## config.mk

```make
export PLATFORM = sky130hd
export DESIGN_NAME = wb_store_buffer
export DESIGN_NICKNAME = d
export VERILOG_FILES = /design/src/rtl/wb_pkg.sv /design/src/rtl/wb_store_align.sv /design/src/rtl/wb_store_buffer.sv
export SDC_FILE = /design/constraint.sdc
export NUM_CORES = 1
export LEC_CHECK = 0
export BUFFER_PORTS_ARGS = -buffer_cell sky130_fd_sc_hd__buf_2
export CAP_MARGIN = 30
export CORE_ASPECT_RATIO = 1.5
export CORE_MARGIN = 5
export CORE_UTILIZATION = 45
export DETAILED_ROUTE_END_ITERATION = 7
export GPL_TIMING_DRIVEN = 0
export PLACE_DENSITY_LB_ADDON = 0.1
export SLEW_MARGIN = 25
export SYNTH_ARGS = -nofsm -noshare
export SYNTH_HDL_FRONTEND = slang
export SYNTH_SLANG_ARGS = --single-unit
```

## constraint.sdc

```tcl
create_clock -name CLK -period 5.36 [get_ports CLK]
set_input_delay 1.072 -clock CLK [delete_from_list [all_inputs] [get_ports CLK]]
set_output_delay 1.072 -clock CLK [all_outputs]
set_load 0.03 [all_outputs]
```

## src/rtl/wb_pkg.sv

```systemverilog
// Shared store-path types for the writeback store buffer and its aligner:
// size encodings, base byte-mask helper and the buffered entry layout.
package wb_pkg;

   localparam int WB_ADDR_W = 32;
   localparam int WB_DATA_W = 64;
   localparam int WB_MASK_W = WB_DATA_W / 8;

   typedef enum logic [1:0] {
      SZ_BYTE  = 2'b00,
      SZ_WORD  = 2'b01,
      SZ_DWORD = 2'b10,
      SZ_QWORD = 2'b11
   } wb_size_e;

   typedef struct packed {
      logic [WB_ADDR_W-1:0] addr;
      logic [WB_DATA_W-1:0] data;
      logic [WB_MASK_W-1:0] mask;
   } stbuf_entry_t;

   // Byte enables for an access of the given size starting at lane 0.
   function automatic logic [7:0] size_to_mask(input logic [1:0] size);
      logic [7:0] m;
      case (size)
         SZ_BYTE:  m = 8'h01;
         SZ_WORD:  m = 8'h03;
         SZ_DWORD: m = 8'h0F;
         default:  m = 8'hFF;
      endcase
      return m;
   endfunction

endpackage

```

## src/rtl/wb_store_align.sv

```systemverilog
// Combinational store aligner: moves right-justified store data onto its
// byte lanes within a 64-bit doubleword and builds the matching byte mask.
// Bytes that would land beyond lane 7 are dropped; upstream never issues
// stores that cross a doubleword boundary.
module wb_store_align
   import wb_pkg::*;
#(
   parameter int DATA_W = 64
) (
   input  logic [1:0]          size,
   input  logic [2:0]          offset,
   input  logic [DATA_W-1:0]   data,
   output logic [DATA_W-1:0]   lane_data,
   output logic [DATA_W/8-1:0] lane_mask
);

   logic [7:0] base_mask;

   // Base mask shifted to the starting lane; data shifted by whole bytes.
   always_comb begin
      base_mask = size_to_mask(size);
      lane_mask = (DATA_W/8)'(base_mask << offset);
      lane_data = data << {offset, 3'b000};
   end

endmodule

```

## src/rtl/wb_store_buffer.sv

```systemverilog
// Writeback store buffer: queues aligned stores in a small circular array
// and drains them in order to the dcache over a valid/ready handshake, so
// writeback only stalls when the buffer is full.
// Optional build macro WB_STBUF_FWD_EN adds a store-to-load forwarding
// lookup (fwd_addr/fwd_hit/fwd_data/fwd_mask) over the buffered entries.
module wb_store_buffer
   import wb_pkg::*;
#(
   parameter int DEPTH  = 4,
   parameter int DATA_W = 64,
   parameter int ADDR_W = 32,
   parameter int CNT_W  = $clog2(DEPTH + 1)
) (
   input  logic                CLK,
   input  logic                CLR,
   input  logic                enq_v,
   input  logic [ADDR_W-1:0]   enq_addr,
   input  logic [DATA_W-1:0]   enq_data,
   input  logic [1:0]          enq_size,
   output logic                enq_ready,
   output logic                WB_stall,
   output logic                out_v,
   output logic [ADDR_W-1:0]   out_addr,
   output logic [DATA_W-1:0]   out_data,
   output logic [DATA_W/8-1:0] out_mask,
   input  logic                In_write_ready,
   output logic [CNT_W-1:0]    count,
   output logic                empty,
   input  logic                halt_req,
`ifdef WB_STBUF_FWD_EN
   input  logic [ADDR_W-1:0]   fwd_addr,
   output logic                fwd_hit,
   output logic [DATA_W-1:0]   fwd_data,
   output logic [DATA_W/8-1:0] fwd_mask,
`endif
   output logic                halt_ok
);

   localparam int PTR_W = (DEPTH > 1) ? $clog2(DEPTH) : 1;
   localparam logic [CNT_W-1:0] FULL_CNT = CNT_W'(DEPTH);

   // Entry storage; contents need no reset since count qualifies them.
   stbuf_entry_t mem [DEPTH];

   logic [PTR_W-1:0] wr_ptr_reg, wr_ptr_next;
   logic [PTR_W-1:0] rd_ptr_reg, rd_ptr_next;
   logic [CNT_W-1:0] count_reg,  count_next;

   logic               enq_fire;
   logic               deq_fire;
   logic [DATA_W-1:0]  lane_data;
   logic [DATA_W/8-1:0] lane_mask;
   stbuf_entry_t       new_entry;
   stbuf_entry_t       head_entry;
   logic [ADDR_W-1:0]  head_addr;

   wb_store_align #(.DATA_W(DATA_W)) u_align (
      .size      (enq_size),
      .offset    (enq_addr[2:0]),
      .data      (enq_data),
      .lane_data (lane_data),
      .lane_mask (lane_mask)
   );

   // Handshake status is derived from registered occupancy only, so a
   // same-cycle dequeue never opens a slot for a full buffer.
   always_comb begin
      enq_ready = (count_reg != FULL_CNT);
      out_v     = (count_reg != '0);
      enq_fire  = enq_v & enq_ready;
      deq_fire  = out_v & In_write_ready;
      WB_stall  = enq_v & ~enq_ready;
      empty     = (count_reg == '0);
      halt_ok   = halt_req & empty;
      count     = count_reg;
   end

   // Build the entry to store; the address is kept doubleword-aligned.
   always_comb begin
      new_entry.addr = WB_ADDR_W'({enq_addr[ADDR_W-1:3], 3'b000});
      new_entry.data = WB_DATA_W'(lane_data);
      new_entry.mask = WB_MASK_W'(lane_mask);
   end

   // Head entry drives the dcache side; it only moves when a dequeue fires.
   always_comb begin
      head_entry = mem[rd_ptr_reg];
      head_addr  = ADDR_W'(head_entry.addr);
      out_addr   = head_addr;
      out_data   = DATA_W'(head_entry.data);
      out_mask   = (DATA_W/8)'(head_entry.mask);
   end

   // Next-state for pointers (wrap naturally at power-of-two depth) and count.
   always_comb begin
      wr_ptr_next = wr_ptr_reg;
      rd_ptr_next = rd_ptr_reg;
      count_next  = count_reg;
      if (enq_fire) wr_ptr_next = wr_ptr_reg + PTR_W'(1);
      if (deq_fire) rd_ptr_next = rd_ptr_reg + PTR_W'(1);
      case ({enq_fire, deq_fire})
         2'b10:   count_next = count_reg + CNT_W'(1);
         2'b01:   count_next = count_reg - CNT_W'(1);
         default: count_next = count_reg;
      endcase
   end

   // Pointer/count state; reset discards every queued entry at once.
   always_ff @(posedge CLK or negedge CLR) begin
      if (!CLR) begin
         wr_ptr_reg <= '0;
         rd_ptr_reg <= '0;
         count_reg  <= '0;
      end else begin
         wr_ptr_reg <= wr_ptr_next;
         rd_ptr_reg <= rd_ptr_next;
         count_reg  <= count_next;
      end
   end

   // Write the accepted store into the slot at the write pointer.
   always_ff @(posedge CLK) begin
      if (enq_fire) mem[wr_ptr_reg] <= new_entry;
   end

`ifdef WB_STBUF_FWD_EN
   logic [DEPTH-1:0] fwd_match;

   // One comparator per slot, qualified by whether the slot is occupied
   // (its age from the read pointer is below the current count).
   for (genvar gi = 0; gi < DEPTH; gi++) begin : g_fwd_cmp
      logic [PTR_W-1:0]  age;
      logic [ADDR_W-1:0] slot_addr;
      assign age       = PTR_W'(gi) - rd_ptr_reg;
      assign slot_addr = ADDR_W'(mem[gi].addr);
      assign fwd_match[gi] = (CNT_W'(age) < count_reg) &&
                             (slot_addr[ADDR_W-1:3] == fwd_addr[ADDR_W-1:3]);
   end

   // Walk oldest to youngest so the youngest matching entry wins.
   always_comb begin
      logic [PTR_W-1:0] idx;
      fwd_hit  = |fwd_match;
      fwd_data = '0;
      fwd_mask = '0;
      for (int k = 0; k < DEPTH; k++) begin
         idx = rd_ptr_reg + PTR_W'(k);
         if (fwd_match[idx]) begin
            fwd_data = DATA_W'(mem[idx].data);
            fwd_mask = (DATA_W/8)'(mem[idx].mask);
         end
      end
   end
`endif

endmodule

```

==> results of run 1 <==
-- cells by family (layout without fill, tap and decap cells) --
| family | count (synthesis) | count (layout) |
|---|---|---|
| flip-flops | 411 | 411 |
| multiplexers | 165 | 165 |
| AND/OR/NAND/NOR | 101 | 101 |
| AO/OA/AOI/OAI | 68 | 68 |
| buffers and inverters | 66 | 351 |
| adder cells (fa/ha/maj) | 6 | 6 |
| XOR/XNOR | 6 | 6 |
| other | 1 | 3 |
-- per-stage QoR --
step           total power [mW]  instances  setup TNS (ps)
2_1_floorplan             7.376        826               0
3_3_place_gp              8.760       1520         -332220
4_1_cts                   11.31       1595               0
5_1_grt                   11.64       1595               0
6_report                  11.10       1595               0
3_5_place_dp              8.753       1529               0
-- how the worst max path moves through the flow --
| stage | startpoint | end | slack, ps |
|---|---|---|---|
| final | rd_ptr_reg[1] | out_data[56] | 1660 |
| after global routing | rd_ptr_reg[0] | out_data[56] | 1490 |
| after CTS | rd_ptr_reg[0] | out_data[56] | 1580 |
| after detailed placement | enq_addr[1] | mem[1][56] | 2120 |
| after global placement | enq_v | mem[1][54] | -880 |
| after floorplan | enq_v | mem[3][0] | 1430 |
-- area by class of cell --
| type | instances | share of cell area, % |
|---|---|---|
| well taps | 484 | 3.058 |
| clock inverters | 13 | 0.4234 |
| flip-flops and latches | 411 | 62.15 |
| repair buffers | 219 | 6.407 |
| inverters | 10 | 0.1896 |
| clock buffers | 53 | 5.409 |
| plain buffers | 56 | 1.548 |
| multi-input cells | 349 | 20.81 |
-- power breakdown --
part,switching [mW],internal [mW]
combinational,2.70,1.47
sequential,0.128,4.27
clock,1.10,1.44
total,3.93,7.17
-- synth_stat cells, types with 2 or more instances --
| library cell | count | area [µm²] |
|---|---|---|
| a211oi_1 | 10 | 75.07 |
| a21oi_1 | 12 | 60.06 |
| a222oi_1 | 7 | 70.07 |
| a22oi_1 | 8 | 60.06 |
| and2_1 | 2 | 12.51 |
| and3_1 | 20 | 125.1 |
| buf_1 | 9 | 33.78 |
| buf_2 | 12 | 60.06 |
| buf_4 | 13 | 97.59 |
| buf_6 | 2 | 22.52 |
| clkbuf_1 | 18 | 67.56 |
| dfrtp_1 | 7 | 175.2 |
| edfxtp_1 | 404 | 12130 |
| ha_1 | 5 | 62.56 |
| inv_1 | 9 | 33.78 |
| mux2_2 | 32 | 360.4 |
| mux2i_1 | 31 | 310.3 |
| mux4_2 | 102 | 2297 |
| nand2_1 | 4 | 15.01 |
| nand2b_1 | 16 | 100.1 |
| nand3_1 | 2 | 10.01 |
| nor2_1 | 40 | 150.1 |
| nor2b_1 | 4 | 25.02 |
| nor3_1 | 8 | 40.04 |
| o21ai_0 | 11 | 55.05 |
| o22ai_1 | 8 | 50.05 |
| o2bb2ai_1 | 8 | 70.07 |
| xnor2_1 | 3 | 26.28 |
| xor2_1 | 3 | 26.28 |
-- metal layers --
metal  vias to the layer above  wire [µm]
met5                         -          0
met3                        65       2155
li1                       3905          -
met4                         0       1385
met1                      4658      16250
met2                       329      20970
==> results.yml, run 1 <==
status:
  status: "complete, no violations"
cells_and_area:
  multiInputGateArea_um2: 4121
  final_cell_mix: "edfxtp_1 (404), buf_2 (222), mux4_2 (102), clkbuf_16 (41), nor2_1 (40)"
  design_area_um2: 19800
  area_delta_synth_final_pct: 18.25
  largest_register_ffs: 404
  fin_util_pct: 53.81
  finalNetCount: 1195
  n_antenna_cell: 0
  layout_commonest_cell: "edfxtp_1"
  final.fill_count: 3029
  ff_latch_area_um2: 12310
  drive_above_1_share_pct: 39.15
timing:
  period_minus_slack_ps: 3698
  max_freq_mhz: 270.4
  rsz0062_at_grt: "no"
  fin_crit_sh_pct: 69.00
  hold_violations: 0
  fin_hold_ws_ps: 377.6
  slew_violations: 0
  clock_skew_ps: 10.72
  tightest_slew_ps: 1050
  fin_ws_ps: 1662
  maxSlewHeadroom_pct: 30.03
  setup_violations: 0
synth:
  yosysWarnings: 0
  synth-adder-area-share_pct: 0.4932
  synth_cell_type_count: 43
  synth.yosys.seq_area_share_pct: 73.50
  synth_edf_count: 404
  synth_mux_area_share_pct: 17.72
  synth_top_family_by_area: "multiplexers"
  ys_ff_latch: 411
  synth_cells: 824
  async_reset_ff_share_pct: 1.703
  synthXorXnorAreaFrac_pct: 0.3138
  avgSynthCellArea_um2: 20.32
  syn_area_um2: 16740
  synth_compound_area_share_pct: 2.824
  ys.flop_type: "edfxtp_1"
  synth-simple-area-share_pct: 3.071
critical_path:
  cp-end-kind: "output port"
  cp_max_fo: 10
  path_cells: "buf_2, buf_1, mux4_2, buf_2"
  critPathRequiredTime_ps: 4290
  slowest_stage: "buf_1"
  worst-path-buf-inv: 3
  arrival_ps: 2630
  path_common_cell: "buf_2"
  cp_slowest_stage_delay_ps: 700
  reg2reg_to: "count[2]"
  critPathKind: "reg -> out"
  cp.depth: 4
  cp-start-kind: "flop"
  crit_family: "buffers and inverters"
  r2r_cells: 10
  rrSetupSlack_ps: 3060
  rr_startpoint: "count[0]"
cts:
  clock-sinks: 411
  cts_buffers: 39
  clk_pin_slew_worst_paths_ps: 60
  post_cts_buffers: 0
  cts_resized: 0
  cts_tree: "yes"
  ctsLongestPathBuffers: 3
  hold_buffers: 0
  clock_latency_ps: 530
  htree_levels: 2
  cts_root_buf: "clkbuf_16"
global_route:
  grt_overflow: 0
  grt_pass1_vias: 9447
  antenna_found_initial: 0
  grt_pass1_wl_um: 61120
  grtUsageMet1_pct: 25.56
  grt_max_degree: 40
  grt_usage_pct: 19.78
  globalRouteMet3Util_pct: 3.467
  top_usage_layer: "met2"
  grt_util_met2_pct: 34.11
detailed_routing:
  viasPerCell: 5.616
  drcViolationCount: 0
  ant_nets: 0
  drt_iter0_drc: 647
  wl_per_cell_um: 25.56
  vias: 8957
  drt_first_pass_iters: 5
  routed_wl_um: 40770
placement:
  post-place-ws_ps: 2116
  gp_congestion: 0.9144
  dp_hpwl_um: 28270
  port_buffers: 210
  place_area_um2: 18650
floorplanning:
  rows: 86
  die_x_um: 167.5
  die_h_um: 246.3
  die_area_um2: 41250
  ios: 215
  core_area_um2: 36800
  initial_utilization_pct: 45.50
pwr:
  leakagePower_nw: 6.970
  ir_worst_vdd_uv: 389.8
  power_density_nw_per_um2: 560.8
job:
  drv_cap: 0
hold_path:
  hp-class: "in -> async"
(Power assumes the default switching activity.)
==> run 2, diff against run 1 <==
==> constraint.sdc (replaced) <==
create_clock -name CLK -period 3.1 [get_ports CLK]
set_input_delay 0.62 -clock CLK [delete_from_list [all_inputs] [get_ports CLK]]
set_output_delay 0.62 -clock CLK [all_outputs]
set_load 0.03 [all_outputs]
==> run 2 against run 1 <==
Count of clock-buffer cells in the layout down 5. Hold slack worse by 70 ps. Global-route usage is 0.27 points higher. Critical path depth unchanged. Sequential share of layout area down 0.54 points. Via count is 0.67% lower. First-iteration DRC count fell by 10%. Register-to-register slack worse by 2300 ps. Flip-flop and latch count is the same. Clock skew about the same. Non-clock buffer count is 1 lower.
==> results.yml, run 2 (synthesis results as in run 1) <==
critical_path:
  rr_startpoint: "count[0]"
  cp-end-kind: "output port"
  reg2reg_to: "count[2]"
  critPathRequiredTime_ps: 2480
  rrSetupSlack_ps: 810
  cp_max_fo: 10
  cp_slowest_stage_delay_ps: 560
  slowest_stage: "mux4_2"
  path_common_cell: "buf_6"
  critPathKind: "reg -> out"
  cp-start-kind: "flop"
  arrival_ps: 2260
  r2r_cells: 10
  path_cells: "buf_6, buf_6, mux4_2, buf_2"
job:
  drv_cap: 0
floorplanning:
  die_area_um2: 41250
  die_h_um: 246.3
  die_x_um: 167.5
  initial_utilization_pct: 45.50
  ios: 215
  rows: 86
  core_area_um2: 36800
cells_and_area:
  finalNetCount: 1194
  ff_latch_area_um2: 12310
  area_delta_synth_final_pct: 19.29
  drive_above_1_share_pct: 40.70
  largest_register_ffs: 404
  multiInputGateArea_um2: 4121
  final_cell_mix: "edfxtp_1 (404), buf_2 (227), mux4_2 (102), clkbuf_16 (41), nor2_1 (40)"
  layout_commonest_cell: "edfxtp_1"
  final.fill_count: 3014
  design_area_um2: 19980
  n_antenna_cell: 0
pwr:
  finalPower_mw: 19.70
  ir_worst_vdd_uv: 652.4
  power_density_nw_per_um2: 986.0
  leakagePower_nw: 7.080
global_route:
  grt_pass1_vias: 9443
  grt_max_degree: 42
  grt_usage_pct: 20.06
  grt_pass1_wl_um: 61880
  antenna_found_initial: 2
  grt_overflow: 0
placement:
  gp_congestion: 0.9025
  port_buffers: 210
  dp_hpwl_um: 28560
  place_area_um2: 18630
detailed_routing:
  drt_first_pass_iters: 5
  drt_iter0_drc: 580
  wl_per_cell_um: 25.71
  viasPerCell: 5.571
  ant_nets: 0
  routed_wl_um: 41050
  drcViolationCount: 0
  vias: 8897
timing:
  period_minus_slack_ps: 2877
  hold_violations: 0
  setup_violations: 0
  slew_violations: 0
  tightest_slew_ps: 959.6
  fin_crit_sh_pct: 92.81
  maxSlewHeadroom_pct: 35.64
  rsz0062_at_grt: "no"
  clock_skew_ps: 11.12
  max_freq_mhz: 347.6
cts:
  clock-sinks: 411
  ctsLongestPathBuffers: 3
  clk_pin_slew_worst_paths_ps: 60
  htree_levels: 2
  cts_buffers: 39
  cts_root_buf: "clkbuf_16"
  clock_latency_ps: 530
  post_cts_buffers: 0
  cts_tree: "yes"
status:
  status: "complete, no violations"
hold_path:
  hold_depth: 1
  holdCritStartpoint: "enq_addr[24]"
  hp-class: "in -> reg"
  holdPathEnd: "mem[0][93]"
-- run 2: cell count changes in the layout (fill, tap and decap cells not counted), sizes merged --
cell,before,now
buf,256,253
inv,10,13
dlygate4sd3,0,1
bufinv,1,5
clkbuf,72,68
clkinv,12,13
-- run 2: layout make-up --
type                       count  share of cell area (%)
inverter                      10                  0.1879
buffer                        55                   1.685
timing repair buffer         219                   6.339
tap                          484                   3.032
clock buffer                  48                   5.318
clock inverter                21                   1.196
multi-input combinational    349                   20.63
sequential                   411                   61.61
-- run 2: worst max-delay path, delay by kind of cell (launching register included) --
kind                   cells  cell delay, ps
buffers and inverters      3             700
flip-flops                 1             460
multiplexers               1             560
-- run 2: worst max path at each step --
stage	start	endpoint	slack (ps)	cells past startpoint
after CTS	rd_ptr_reg[1]	out_addr[6]	20	4
after detailed placement	rd_ptr_reg[0]	out_data[58]	360	5
final	rd_ptr_reg[0]	out_data[58]	220	4
after global routing	rd_ptr_reg[0]	out_data[58]	110	4
after global placement	enq_v	mem[0][57]	-470	2
after floorplan	count[0]	mem[0][0]	390	3
-- run 2: metal layers --
| layer | global-route usage, % | up-vias | routed length, µm |
|---|---|---|---|
| met4 | 6.353 | 2 | 1230 |
| met1 | 26.14 | 4566 | 16280 |
| met2 | 34.46 | 345 | 21150 |
| li1 | - | 3923 | - |
| met5 | 0 | - | 10 |
| met3 | 3.628 | 61 | 2388 |
-- run 2: power breakdown --
group          internal [mW]  switching (mW)
sequential              7.37           0.235
combinational           2.56            4.67
clock                   2.87            1.99
-- run 2: what timing repair did --
| item | CTS | global route |
|---|---|---|
| hold buffers | 1 | 0 |
| endpoints found under the hold margin | 7 | 0 |
| endpoints found under the setup margin | 79 | 31 |
| gates resized for setup | 12 | 3 |
-- run 2: per-stage QoR --
step	cells	utilization, %	worst slack (ps)	hold WS [ps]	TNS (ps)
finish	1597	54.28	222.8	307.5	0
global placement	1520	50.04	-472.3	468.4	-177680
floorplan	826	-	389.8	324.4	0
global route	1597	54.28	110.1	293.6	0
CTS	1598	54.27	22.82	278.3	0
detailed placement	1528	50.64	357.5	474.9	0
